`config.mk`:
```
export PLATFORM = sky130hd
export DESIGN_NAME = input_conditioner
export DESIGN_NICKNAME = d
export VERILOG_FILES = /design/src/rtl/input_conditioner_pkg.sv /design/src/rtl/input_conditioner_debounce_channel.sv /design/src/rtl/input_conditioner.sv
export SDC_FILE = /design/constraint.sdc
export NUM_CORES = 1
export LEC_CHECK = 0
export CAP_MARGIN = 40
export CORE_UTILIZATION = 61
export DETAILED_ROUTE_END_ITERATION = 8
export PLACE_DENSITY_LB_ADDON = 0.25
export SLEW_MARGIN = 20
export SYNTH_ARGS = -nofsm -noshare
export SYNTH_HDL_FRONTEND = slang
export SYNTH_SLANG_ARGS = --single-unit
```
`constraint.sdc`:
```
create_clock -name clk -period 3.3 [get_ports clk]
set_input_delay 0.33 -clock clk [delete_from_list [all_inputs] [get_ports clk]]
set_output_delay 0.33 -clock clk [all_outputs]
set_load 0.01 [all_outputs]
```
`src/rtl/input_conditioner_pkg.sv`:
```
// Shared types and defaults for the input conditioner.
// Channel FSM states plus default synchronizer/debounce depths.
package input_conditioner_pkg;

  typedef enum logic {
    STABLE  = 1'b0,
    PENDING = 1'b1
  } state_t;

  localparam int unsigned DEF_SYNC_STAGES     = 2;
  localparam int unsigned DEF_DEBOUNCE_CYCLES = 16;

endpackage

```
`src/rtl/input_conditioner_debounce_channel.sv`:
```
// One conditioned channel: synchronizer, debounce FSM,
// clean level and registered edge pulses.
module debounce_channel
  import input_conditioner_pkg::*;
#(
  parameter int unsigned SYNC_STAGES     = DEF_SYNC_STAGES,
  parameter int unsigned DEBOUNCE_CYCLES = DEF_DEBOUNCE_CYCLES,
  parameter int unsigned CNT_W =
    $clog2(DEBOUNCE_CYCLES + 1)
) (
  input  logic clk,
  input  logic rst,
  input  logic raw,
  output logic clean,
  output logic rise,
  output logic fall
);

  logic [SYNC_STAGES-1:0] chain_q;
  logic                   sync;
  state_t                 state_q;
  state_t                 state_d;
  logic [CNT_W-1:0]       cnt_q;
  logic [CNT_W-1:0]       cnt_d;
  logic                   clean_q;
  logic                   rise_q;
  logic                   fall_q;
  logic                   flip;

  assign sync  = chain_q[SYNC_STAGES-1];
  assign clean = clean_q;
  assign rise  = rise_q;
  assign fall  = fall_q;

  always_comb begin
    state_d = state_q;
    cnt_d   = cnt_q;
    flip    = 1'b0;
    unique case (state_q)
      STABLE: begin
        if (sync != clean_q) begin
          if (DEBOUNCE_CYCLES == 1) begin
            flip = 1'b1;
          end else begin
            state_d = PENDING;
            cnt_d   = CNT_W'(1);
          end
        end
      end
      PENDING: begin
        if (sync == clean_q) begin
          state_d = STABLE;
          cnt_d   = '0;
        end else if (cnt_q ==
                     CNT_W'(DEBOUNCE_CYCLES - 1)) begin
          // this edge is the DEBOUNCE_CYCLES-th mismatch
          flip    = 1'b1;
          state_d = STABLE;
          cnt_d   = '0;
        end else begin
          cnt_d = cnt_q + CNT_W'(1);
        end
      end
    endcase
  end

  always_ff @(posedge clk) begin
    if (rst) begin
      chain_q <= '0;
      state_q <= STABLE;
      cnt_q   <= '0;
      clean_q <= 1'b0;
      rise_q  <= 1'b0;
      fall_q  <= 1'b0;
    end else begin
      chain_q <= {chain_q[SYNC_STAGES-2:0], raw};
      state_q <= state_d;
      cnt_q   <= cnt_d;
      clean_q <= clean_q ^ flip;
      rise_q  <= flip & ~clean_q;
      fall_q  <= flip & clean_q;
    end
  end

endmodule

```
`src/rtl/input_conditioner.sv`:
```
// Conditions asynchronous board inputs into clean levels,
// edge pulses and a post-reset settled flag.
module input_conditioner
  import input_conditioner_pkg::*;
#(
  parameter int unsigned WIDTH           = 4,
  parameter int unsigned SYNC_STAGES     = DEF_SYNC_STAGES,
  parameter int unsigned DEBOUNCE_CYCLES = DEF_DEBOUNCE_CYCLES,
  parameter int unsigned CNT_W =
    $clog2(DEBOUNCE_CYCLES + 1)
) (
  input  logic             clk,
  input  logic             rst,
  input  logic [WIDTH-1:0] raw_in,
  output logic [WIDTH-1:0] clean_out,
  output logic [WIDTH-1:0] rise_pulse,
  output logic [WIDTH-1:0] fall_pulse,
  output logic             settled
);

  localparam int unsigned FILL =
    SYNC_STAGES + DEBOUNCE_CYCLES;
  localparam int unsigned FW = $clog2(FILL + 1);

  logic [FW-1:0] fill_q;
  logic          settled_q;

  assign settled = settled_q;

  for (genvar i = 0; i < WIDTH; i++) begin : g_ch
    debounce_channel #(
      .SYNC_STAGES    (SYNC_STAGES),
      .DEBOUNCE_CYCLES(DEBOUNCE_CYCLES),
      .CNT_W          (CNT_W)
    ) u_ch (
      .clk  (clk),
      .rst  (rst),
      .raw  (raw_in[i]),
      .clean(clean_out[i]),
      .rise (rise_pulse[i]),
      .fall (fall_pulse[i])
    );
  end

  // fill counter freezes once settled
  always_ff @(posedge clk) begin
    if (rst) begin
      fill_q    <= '0;
      settled_q <= 1'b0;
    end else if (!settled_q) begin
      fill_q    <= fill_q + FW'(1);
      settled_q <= (fill_q == FW'(FILL - 1));
    end
  end

endmodule
```
==> results.yml, run 1 <==
run_status:
  outcome: "completed"
synth:
  synth_adder_area_share_pct: 7.83
  synth_top_cell_area_share_pct: 44.7
  synth_common_cells: "dfxtp_1 (50), nand3_1 (20), nor2_1 (20), nor2b_1 (18), ha_1 (14)"
  synthArstFlopShare_pct: 0
  synthXorXnorAreaFrac_pct: 4.70
  syn-instance-count: 240
  yosys_register_bits: 50
  synth_edf_count: 0
  yosys.area.top_type: "dfxtp_1"
  synth_top_family_by_area: "simple AND/OR/NAND/NOR gates"
  synth-simple-area-share_pct: 28.0
  syn_area_um2: 2240
  syn_area_per_cell_um2: 9.32
  yosys-top-cells-area: "dfxtp_1 (45%), ha_1 (7.8%), nand4b_1 (5.1%), nor2b_1 (5.0%), nand3_1 (4.5%)"
  yosysMostFrequentCell: "dfxtp_1"
  synth_top_flop_cell: "dfxtp_1"
  synth_fp_nets: 260
  synthMuxAreaShare_pct: 0
  ys_warn_count: 0
  synth.distinct_cells: 30
  yosysSeqAreaShare_pct: 44.7
  synth_compound_area_share_pct: 7.38
global_route:
  grt_pass1_vias: 1452
  grt_pass1_wl_um: 6090
  grt_max_degree: 29
  grt.total_usage_pct: 19.4
  antenna_found_initial: 0
  grt.overflow.total: 0
worst_setup_path:
  cp.arrival_ns: 1.43
  worstRegToRegCells: 5
  cp-startpoint: "settled"
  crit_path_end_kind: "primary output"
  critPathCapture: "settled"
  critical_path.top_delay_family: "buffers and inverters"
  slowest_stage: "clkdlybuf4s50_1"
  path_depth: 1
  max_stage_delay_ns: 0.59
  cp_cell_sequence: "clkdlybuf4s50_1"
  reg2reg_slack_ns: 1.68
  r2r_start: "g_ch[0].u_ch.cnt_q[0]"
  worstSetupStartpointType: "flip-flop"
  crit_type: "reg -> out"
  reg2reg_to: "g_ch[0].u_ch.clean"
  required_ns: 2.97
  critPathMaxFanout: 8
  path_buf_inv: 1
pwr:
  peakVddDrop_mv: 0.256
  power_density_nw_per_um2: 395
  power_leakage_nw: 0.928
place:
  placed_area_um2: 2370
  io_buffers: 18
  gp_congestion: 0.758
  hpwl_um: 2390
clock_network:
  tritoncts: "built"
  insertion_delay_ns: 0.36
  post_cts_buffers: 0
  cts_buffers: 5
  cts.sinks: 50
  path_clk_slew_ns: 0.14
  cts_resized: 0
  hold_buffers: 0
  clockRootBuffer: "clkbuf_4"
  clockBufferDepth: 2
  h-tree-depth: 2
sta:
  tightest_slew_ns: 0.525
  slew_headroom_pct: 64.8
  slew_viol_final: 0
  fmax_mhz: 569
  fin_skew_ns: 0.00949
  period_share_pct: 53.2
  fin_crit_ns: 1.76
  finalSetupTns_ns: 0
  setup_violations: 0
  grt_setup_unrepaired: "false"
  hold_viol_final: 0
floorplan:
  die-area_um2: 3910
  die_h_um: 62.6
  die_x_um: 62.6
  initial_core_util_pct: 65.5
  rows: 21
  io_pins: 19
  core_um2: 3420
drt:
  vias_per_cell: 5.44
  drcViolationCount: 0
  dr.pass1.iters: 4
  ant_nets: 0
  routed_wl_um: 3500
  drt_iter0_drc: 77
  dr_total_vias: 1611
  avgRoutedWirePerCell_um: 11.8
cells_and_area:
  drive_above_1_share_pct: 4.80
  diodes: 0
  finalInstanceArea_um2: 2450
  fill_cells: 271
  nets: 269
  final_util_pct: 71.7
  syn2layout_area_growth_pct: 9.45
job:
  drv_cap: 0
min_path:
  hp-class: "reg -> reg"
[cells by family after synthesis]
kind of cell | count (synthesis)
fa+ha+maj | 14
flops | 50
xor+xnor | 12
simple gates | 107
buf+inv | 31
compound gates | 26
[worst min path at each step]
stage / startpoint / endpoint / slack [ns] / cells after the start
detailed placement: g_ch[1].u_ch.chain_q[0] / g_ch[1].u_ch.chain_q[1] / 0.43 / 1
global placement: g_ch[3].u_ch.chain_q[0] / g_ch[3].u_ch.chain_q[1] / 0.42 / 1
global route: g_ch[1].u_ch.chain_q[0] / g_ch[1].u_ch.chain_q[1] / 0.45 / 1
finish: g_ch[1].u_ch.chain_q[0] / g_ch[1].u_ch.chain_q[1] / 0.44 / 1
CTS: g_ch[1].u_ch.chain_q[0] / g_ch[1].u_ch.chain_q[1] / 0.44 / 1
floorplan: g_ch[0].u_ch.chain_q[0] / g_ch[0].u_ch.chain_q[1] / 0.41 / 1
[layout by cell type (no fill, tap or decap)]
master and n:
a211o_1 1, a211oi_1 4, a21oi_1 12, a31oi_1 5, and3_1 3, and4_1 1, and4b_1 1, buf_4 2
buf_8 1, clkbuf_4 5, clkbuf_8 1, clkdlybuf4s50_1 18, clkinv_2 1, clkinvlp_4 1, dfxtp_1 50, ha_1 14
inv_1 12, nand2_1 4, nand2b_1 7, nand3_1 20, nand4_1 6, nand4b_1 13, nor2_1 20, nor2b_1 18
nor3_1 7, nor4_1 1, o211ai_1 2, o211ai_2 1, o21a_1 1, or3_1 3, or4b_1 3, xnor2_1 5
xor2_1 7
[metal layers]
metal  GRT usage, %  wire [um]  share of wire, %
met2           32.1       1620                46
met1           23.8       1710                49
met4           10.2         50               1.4
met5              0          0                 0
met3           3.83        115               3.3
[sequential cells by signal, summed over array words and instances, names as in the netlist]
name / count
g_ch.u_ch.rise: 4
g_ch.u_ch.clean: 4
fill_q: 5
settled: 1
g_ch.u_ch.chain_q: 8
g_ch.u_ch.state_q: 4
g_ch.u_ch.cnt_q: 20
g_ch.u_ch.fall: 4
[area by class of cell]
| class | instances | area, um2 | share of cell area [%] |
|---|---|---|---|
| Clock inverter | 2 | 12.5 | 0.511 |
| Inverter | 12 | 45.0 | 1.84 |
| Timing Repair Buffer | 21 | 210 | 8.58 |
| Multi-Input combinational cell | 159 | 1070 | 43.7 |
| Clock buffer | 6 | 51.3 | 2.10 |
| Tap cell | 46 | 57.6 | 2.35 |
| Sequential cell | 50 | 1000 | 40.9 |
[report_power, final]
group          internal [W]  switching (W)
registers          0.000616      0.0000101
clock network      0.000103       0.000189
logic             0.0000231      0.0000276
[through the flow]
step / hold WS, ns / std cells / setup slack [ns] / total power (W)
after floorplan: 0.414 / 240 / 1.92 / 0.000673
after global placement: 0.418 / 287 / 1.24 / 0.000687
after detailed placement: 0.428 / 287 / 1.19 / 0.000688
after CTS: 0.442 / 295 / 1.51 / 0.000976
after global routing: 0.447 / 296 / 1.45 / 0.00101
final: 0.445 / 296 / 1.54 / 0.000968
No activity file was read; power rests on OpenSTA's default activity.
==> inputs of run 2 (changes only) <==
- CORE_UTILIZATION: 61 -> 51
- clock period: 3.3 -> 1.4 ns (I/O delays scaled with it)
==> run 2 against run 1 <==
Cell count rose by 9.1%. Sequential share of layout area is 3.2 points lower. Critical path depth grew 4. Design area up 9.8%. Routed wire length increased by 12%. Hold slack lost 0.19 ns. Total power up 150%. Clock skew fell by 0.0051 ns. Largest cell class unchanged. Sequential power up 130%. Register-to-register slack lost 1.6 ns. Non-clock buffer count grew 24.
==> results.yml, run 2 (same netlist as run 1, synthesis figures left out) <==
run_status:
  outcome: "completed"
drt:
  ant_nets: 0
  vias_per_cell: 5.36
  dr_total_vias: 1731
  routed_wl_um: 3930
  drcViolationCount: 0
  drt_iter0_drc: 66
  dr.pass1.iters: 4
  avgRoutedWirePerCell_um: 12.2
cells_and_area:
  final_common_cell: "dfxtp_1"
  reg_top3: "g_ch.u_ch.cnt_q x20, g_ch.u_ch.chain_q x8, fill_q x5"
  fill_cells: 362
  largest_register: "g_ch.u_ch.cnt_q"
  regArea_um2: 1010
  syn2layout_area_growth_pct: 20.2
  drive_above_1_share_pct: 17.9
  nets: 293
  multiInputGateArea_um2: 1100
  mostFrequentLayoutCells: "dfxtp_1 (40), buf_4 (27), nor2_1 (20), nand3_1 (20), nor2b_1 (18)"
  largest_reg_flops: 20
  diodes: 0
worst_setup_path:
  cp.arrival_ns: 1.56
  required_ns: 1.64
  cp_cell_sequence: "ha_1 -> nand4b_1 -> nor3_2 -> ha_1 -> nor2_1"
  worstSetupStartpointType: "flip-flop"
  critPathMaxFanout: 3
  slowest_stage: "dfxtp_1"
  crit_type: "reg -> reg"
  critical_path.top_delay_family: "simple AND/OR/NAND/NOR gates"
  path_buf_inv: 0
  crit_path_end_kind: "flip-flop"
  cpMostUsedCell: "ha_1"
  max_stage_delay_ns: 0.37
place:
  hpwl_um: 2700
  io_buffers: 18
  gp_congestion: 0.800
  pre_cts_ws_ns: 0.0254
sta:
  grt_setup_unrepaired: "true"
  hold_ws_ns: 0.258
  fin_crit_ns: 1.32
  period_share_pct: 94.6
  fmax_mhz: 755
  tightest_slew_ns: 0.480
  hold_viol_final: 0
  slew_headroom_pct: 67.7
  setup_violations: 0
  fin_skew_ns: 0.00438
  setup_ws_ns: 0.0759
  slew_viol_final: 0
global_route:
  grt.overflow.total: 0
  grt.total_usage_pct: 18.7
  grt_max_degree: 19
  antenna_found_initial: 0
  grt_pass1_wl_um: 6440
  grt_pass1_vias: 1522
clock_network:
  clockRootBuffer: "clkbuf_8"
  path_clk_slew_ns: 0.08
  insertion_delay_ns: 0.30
  hold_buffers: 0
  cts.sinks: 50
  h-tree-depth: 2
  clockBufferDepth: 2
  cts_buffers: 5
  tritoncts: "built"
pwr:
  power_leakage_nw: 1.12
  power_density_nw_per_um2: 894
  peakVddDrop_mv: 0.556
job:
  drv_cap: 0
floorplan:
  core_um2: 4120
  io_pins: 19
  rows: 23
  die_x_um: 68.2
  initial_core_util_pct: 54.4
  die_h_um: 68.2
  die-area_um2: 4660
min_path:
  hp-class: "in -> reg"
-- run 2: cell count changes in the layout (fill, tap and decap cells not counted), sizes merged --
cell	before	now
buf	3	27
clkbuf	6	8
clkdlybuf4s50	18	13
clkinv	1	0
clkinvlp	1	0
dlymetal6s2s	0	4
-- run 2: worst paths after layout --
kind / from / end / slack, ns / cells after the start
worst min register to register: g_ch[0].u_ch.cnt_q[4] / g_ch[0].u_ch.cnt_q[4] / 0.44 / 2
worst min-delay path: rst / g_ch[1].u_ch.clean / 0.26 / 2
worst max register to register: g_ch[0].u_ch.cnt_q[1] / g_ch[0].u_ch.clean / 0.08 / 5
worst max-delay path: g_ch[0].u_ch.cnt_q[1] / g_ch[0].u_ch.clean / 0.08 / 5
-- run 2: worst register-to-register path, delay by kind of cell, from the launching register on --
| family | cells | cell delay (ns) |
|---|---|---|
| AND/OR/NAND/NOR | 3 | 0.46 |
| adder cells (fa/ha/maj) | 2 | 0.44 |
| flip-flops | 1 | 0.37 |
-- run 2: area by class of cell --
class | count | area share (%)
well taps | 50 | 2.33
flip-flops and latches | 50 | 37.7
multi-input cells | 159 | 41.0
repair buffers | 45 | 14.4
clock buffers | 7 | 2.84
inverters | 12 | 1.68
-- run 2: layer usage --
metal	up-vias	share of wire (%)	global-route usage (%)
met5	-	0	0
met4	0	1.7	8.33
met3	7	3.5	5.83
met2	28	46	29.5
met1	805	49	23.2
li1	891	-	-
-- run 2: per-stage QoR --
stage	util, %	total power (W)	TNS, ns	area (um2)	std cells
floorplan	-	0.00159	0	2240	240
finish	65.3	0.00240	0	2690	323
CTS	63.8	0.00243	0	2620	321
global route	65.3	0.00251	-0.0475	2690	323
global placement	61.8	0.00164	0	2540	314
detailed placement	61.8	0.00164	0	2540	314
-- run 2: power by group --
group          internal, W  switching [W]  total (W)  leakage, nW
registers          0.00145      0.0000232    0.00147        0.411
clock network     0.000345       0.000442   0.000788       0.0383
logic            0.0000686      0.0000753   0.000144        0.675
total              0.00186       0.000541    0.00240         1.12
-- run 2: what timing repair did --
action,4_1_cts,5_1_grt
setup buffers,0,2
pin swaps,0,3
resized for setup,4,16
setup endpoints to repair,4,14
==> inputs of run 3 (changes only) <==
- CORE_MARGIN: not set -> 2
- CTS_CLUSTER_SIZE: not set -> 12
==> run 3 against run 2 <==
Sequential power barely moved. Via count fell by 0.64%. Combinational power barely moved. Setup slack got worse by 0.015 ns. Flip-flop and latch count did not move. Clock skew barely moved. Routed wire length rose by 0.76%. Total power rose by 2.3%. Register-to-register slack got worse by 0.02 ns. Design area rose by 1.2%. Largest cell class unchanged.
==> results.yml, run 3 (same netlist as run 1, synthesis figures left out) <==
worst_setup_path:
  max_stage_delay_ns: 0.37
  r2r_start: "g_ch[0].u_ch.cnt_q[0]"
  critPathCapture: "g_ch[0].u_ch.clean"
  crit_path_end_kind: "flip-flop"
  required_ns: 1.64
  reg2reg_slack_ns: 0.06
  crit_type: "reg -> reg"
  critPathMaxFanout: 3
  critical_path.top_delay_family: "simple AND/OR/NAND/NOR gates"
  worstRegToRegCells: 5
  path_buf_inv: 0
  cp.arrival_ns: 1.58
  slowest_stage: "dfxtp_4"
  path_depth: 5
  worstSetupStartpointType: "flip-flop"
  reg2reg_to: "g_ch[0].u_ch.clean"
  cp_cell_sequence: "ha_4 -> nand4b_1 -> nor3_2 -> ha_1 -> nor2_1"
  cp-startpoint: "g_ch[0].u_ch.cnt_q[0]"
clock_network:
  tritoncts: "built"
  cts_buffers: 5
  h-tree-depth: 2
  clockRootBuffer: "clkbuf_8"
  path_clk_slew_ns: 0.09
  insertion_delay_ns: 0.30
  cts.sinks: 50
  clockBufferDepth: 2
global_route:
  grt_pass1_wl_um: 6930
  grt.total_usage_pct: 17.3
  grt_max_degree: 22
  antenna_found_initial: 0
  grt_pass1_vias: 1630
  grt.overflow.total: 0
run_status:
  outcome: "completed"
cells_and_area:
  largest_register: "g_ch.u_ch.cnt_q"
  instances_no_fill: 327
  mostFrequentLayoutCells: "dfxtp_1 (40), buf_4 (28), nor2_1 (20), nand3_1 (20), nor2b_1 (18)"
  fill_cells: 383
  nets: 294
  finalInstanceArea_um2: 2720
  final_common_cell: "dfxtp_1"
  syn2layout_area_growth_pct: 21.6
  multiInputGateArea_um2: 1120
  drive_above_1_share_pct: 19.6
  reg_top3: "g_ch.u_ch.cnt_q x20, g_ch.u_ch.chain_q x8, fill_q x5"
  regArea_um2: 1020
  largest_reg_flops: 20
  diodes: 0
sta:
  finalSetupTns_ns: 0
  hold_viol_final: 0
  slew_headroom_pct: 70.3
  tightest_slew_ns: 0.442
  setup_ws_ns: 0.0605
  grt_setup_unrepaired: "true"
  fin_skew_ns: 0.00473
  slew_viol_final: 0
  fin_crit_ns: 1.34
  setup_violations: 0
  fmax_mhz: 747
  period_share_pct: 95.7
floorplan:
  core_um2: 4290
  die-area_um2: 4930
  io_pins: 19
  die_h_um: 70.2
  initial_core_util_pct: 52.1
  rows: 24
  die_x_um: 70.2
pwr:
  peakVddDrop_mv: 0.751
  p_sw_w: 0.000544
  p_clk_share_pct: 34.4
  internal_power_w: 0.00192
  power_leakage_nw: 1.09
  p_comb_share_pct: 5.7
  seq_power_share_pct: 59.8
  swShare_pct: 22.1
  total_power_w: 0.00246
  power_density_nw_per_um2: 904
drt:
  vias_per_cell: 5.26
  avgRoutedWirePerCell_um: 12.1
  dr_total_vias: 1720
  drcViolationCount: 0
  drt_iter0_drc: 73
  ant_nets: 0
  dr.pass1.iters: 4
  routed_wl_um: 3960
place:
  gp_congestion: 0.788
  io_buffers: 18
  pre_cts_ws_ns: 0.00244
  hpwl_um: 2710
  placed_area_um2: 2560
  placed_cells: 318
job:
  drv_cap: 0
min_path:
  hp-class: "in -> reg"
## run 3: cell types whose count changed in the layout (fill, tap and decap cells not counted)
cell            change
ha_4                +1
ha_2                +1
dlymetal6s2s_1      -3
dfxtp_4             +1
clkbuf_8            +1
buf_2               +1
clkbuf_1            -1
dlygate4sd2_1       +3
clkinv_2            +1
ha_1                -2
clkbuf_2            -1
buf_4               +1
dfxtp_2             -1
## run 3: worst min-delay path by stage
stage | start | end | cells past startpoint
after global placement | g_ch[2].u_ch.chain_q[0] | g_ch[2].u_ch.chain_q[1] | 1
after global routing | rst | g_ch[1].u_ch.cnt_q[1] | 2
final | rst | g_ch[1].u_ch.cnt_q[1] | 2
after CTS | rst | g_ch[1].u_ch.cnt_q[1] | 2
after detailed placement | g_ch[3].u_ch.chain_q[0] | g_ch[3].u_ch.chain_q[1] | 1
after floorplan | raw_in[0] | g_ch[0].u_ch.chain_q[0] | 1
## run 3: worst register-to-register path, delay by kind of cell (launching register included)
family        cells  cell delay (ns)
simple gates      3             0.51
fa+ha+maj         2             0.40
flops             1             0.37
## run 3: area by class of cell
cell class / instances / area share, %
inverters: 12 / 1.66
clock inverters: 1 / 0.184
multi-input cells: 159 / 41.1
repair buffers: 46 / 14.1
clock buffers: 7 / 3.17
flip-flops and latches: 50 / 37.4
well taps: 52 / 2.39
## run 3: per-layer routing
layer / global-route usage, % / up-vias / wire length, um
met3: 4.62 / 9 / 136
met2: 27.6 / 21 / 1840
met4: 7.05 / 0 / 80
met5: 0 / - / 0
met1: 22.0 / 797 / 1900
li1: - / 893 / -
## run 3: per-stage QoR
step,hold WS (ns),util [%]
finish,0.233,63.3
global route,0.256,63.3
CTS,0.233,61.9
detailed placement,0.427,59.6
global placement,0.420,59.6
floorplan,0.268,-
## run 3: timing repair
action | in CTS | in global routing
buffers inserted | 0 | 1
resized for setup | 8 | 16
gates cloned | 0 | 0
endpoints found under the setup margin | 5 | 12
hold buffers | 0 | 0
pin swaps | 0 | 7
## run 3: power by group through the flow
stage	Clock [W]	Combinational, W	Sequential (W)
6_report	0.000847	0.000141	0.00147
5_1_grt	0.000930	0.000164	0.00148
4_1_cts	0.000885	0.000141	0.00147
3_5_place_dp	0	0.000140	0.00150
3_3_place_gp	0	0.000138	0.00150
2_1_floorplan	0	0.0000866	0.00150
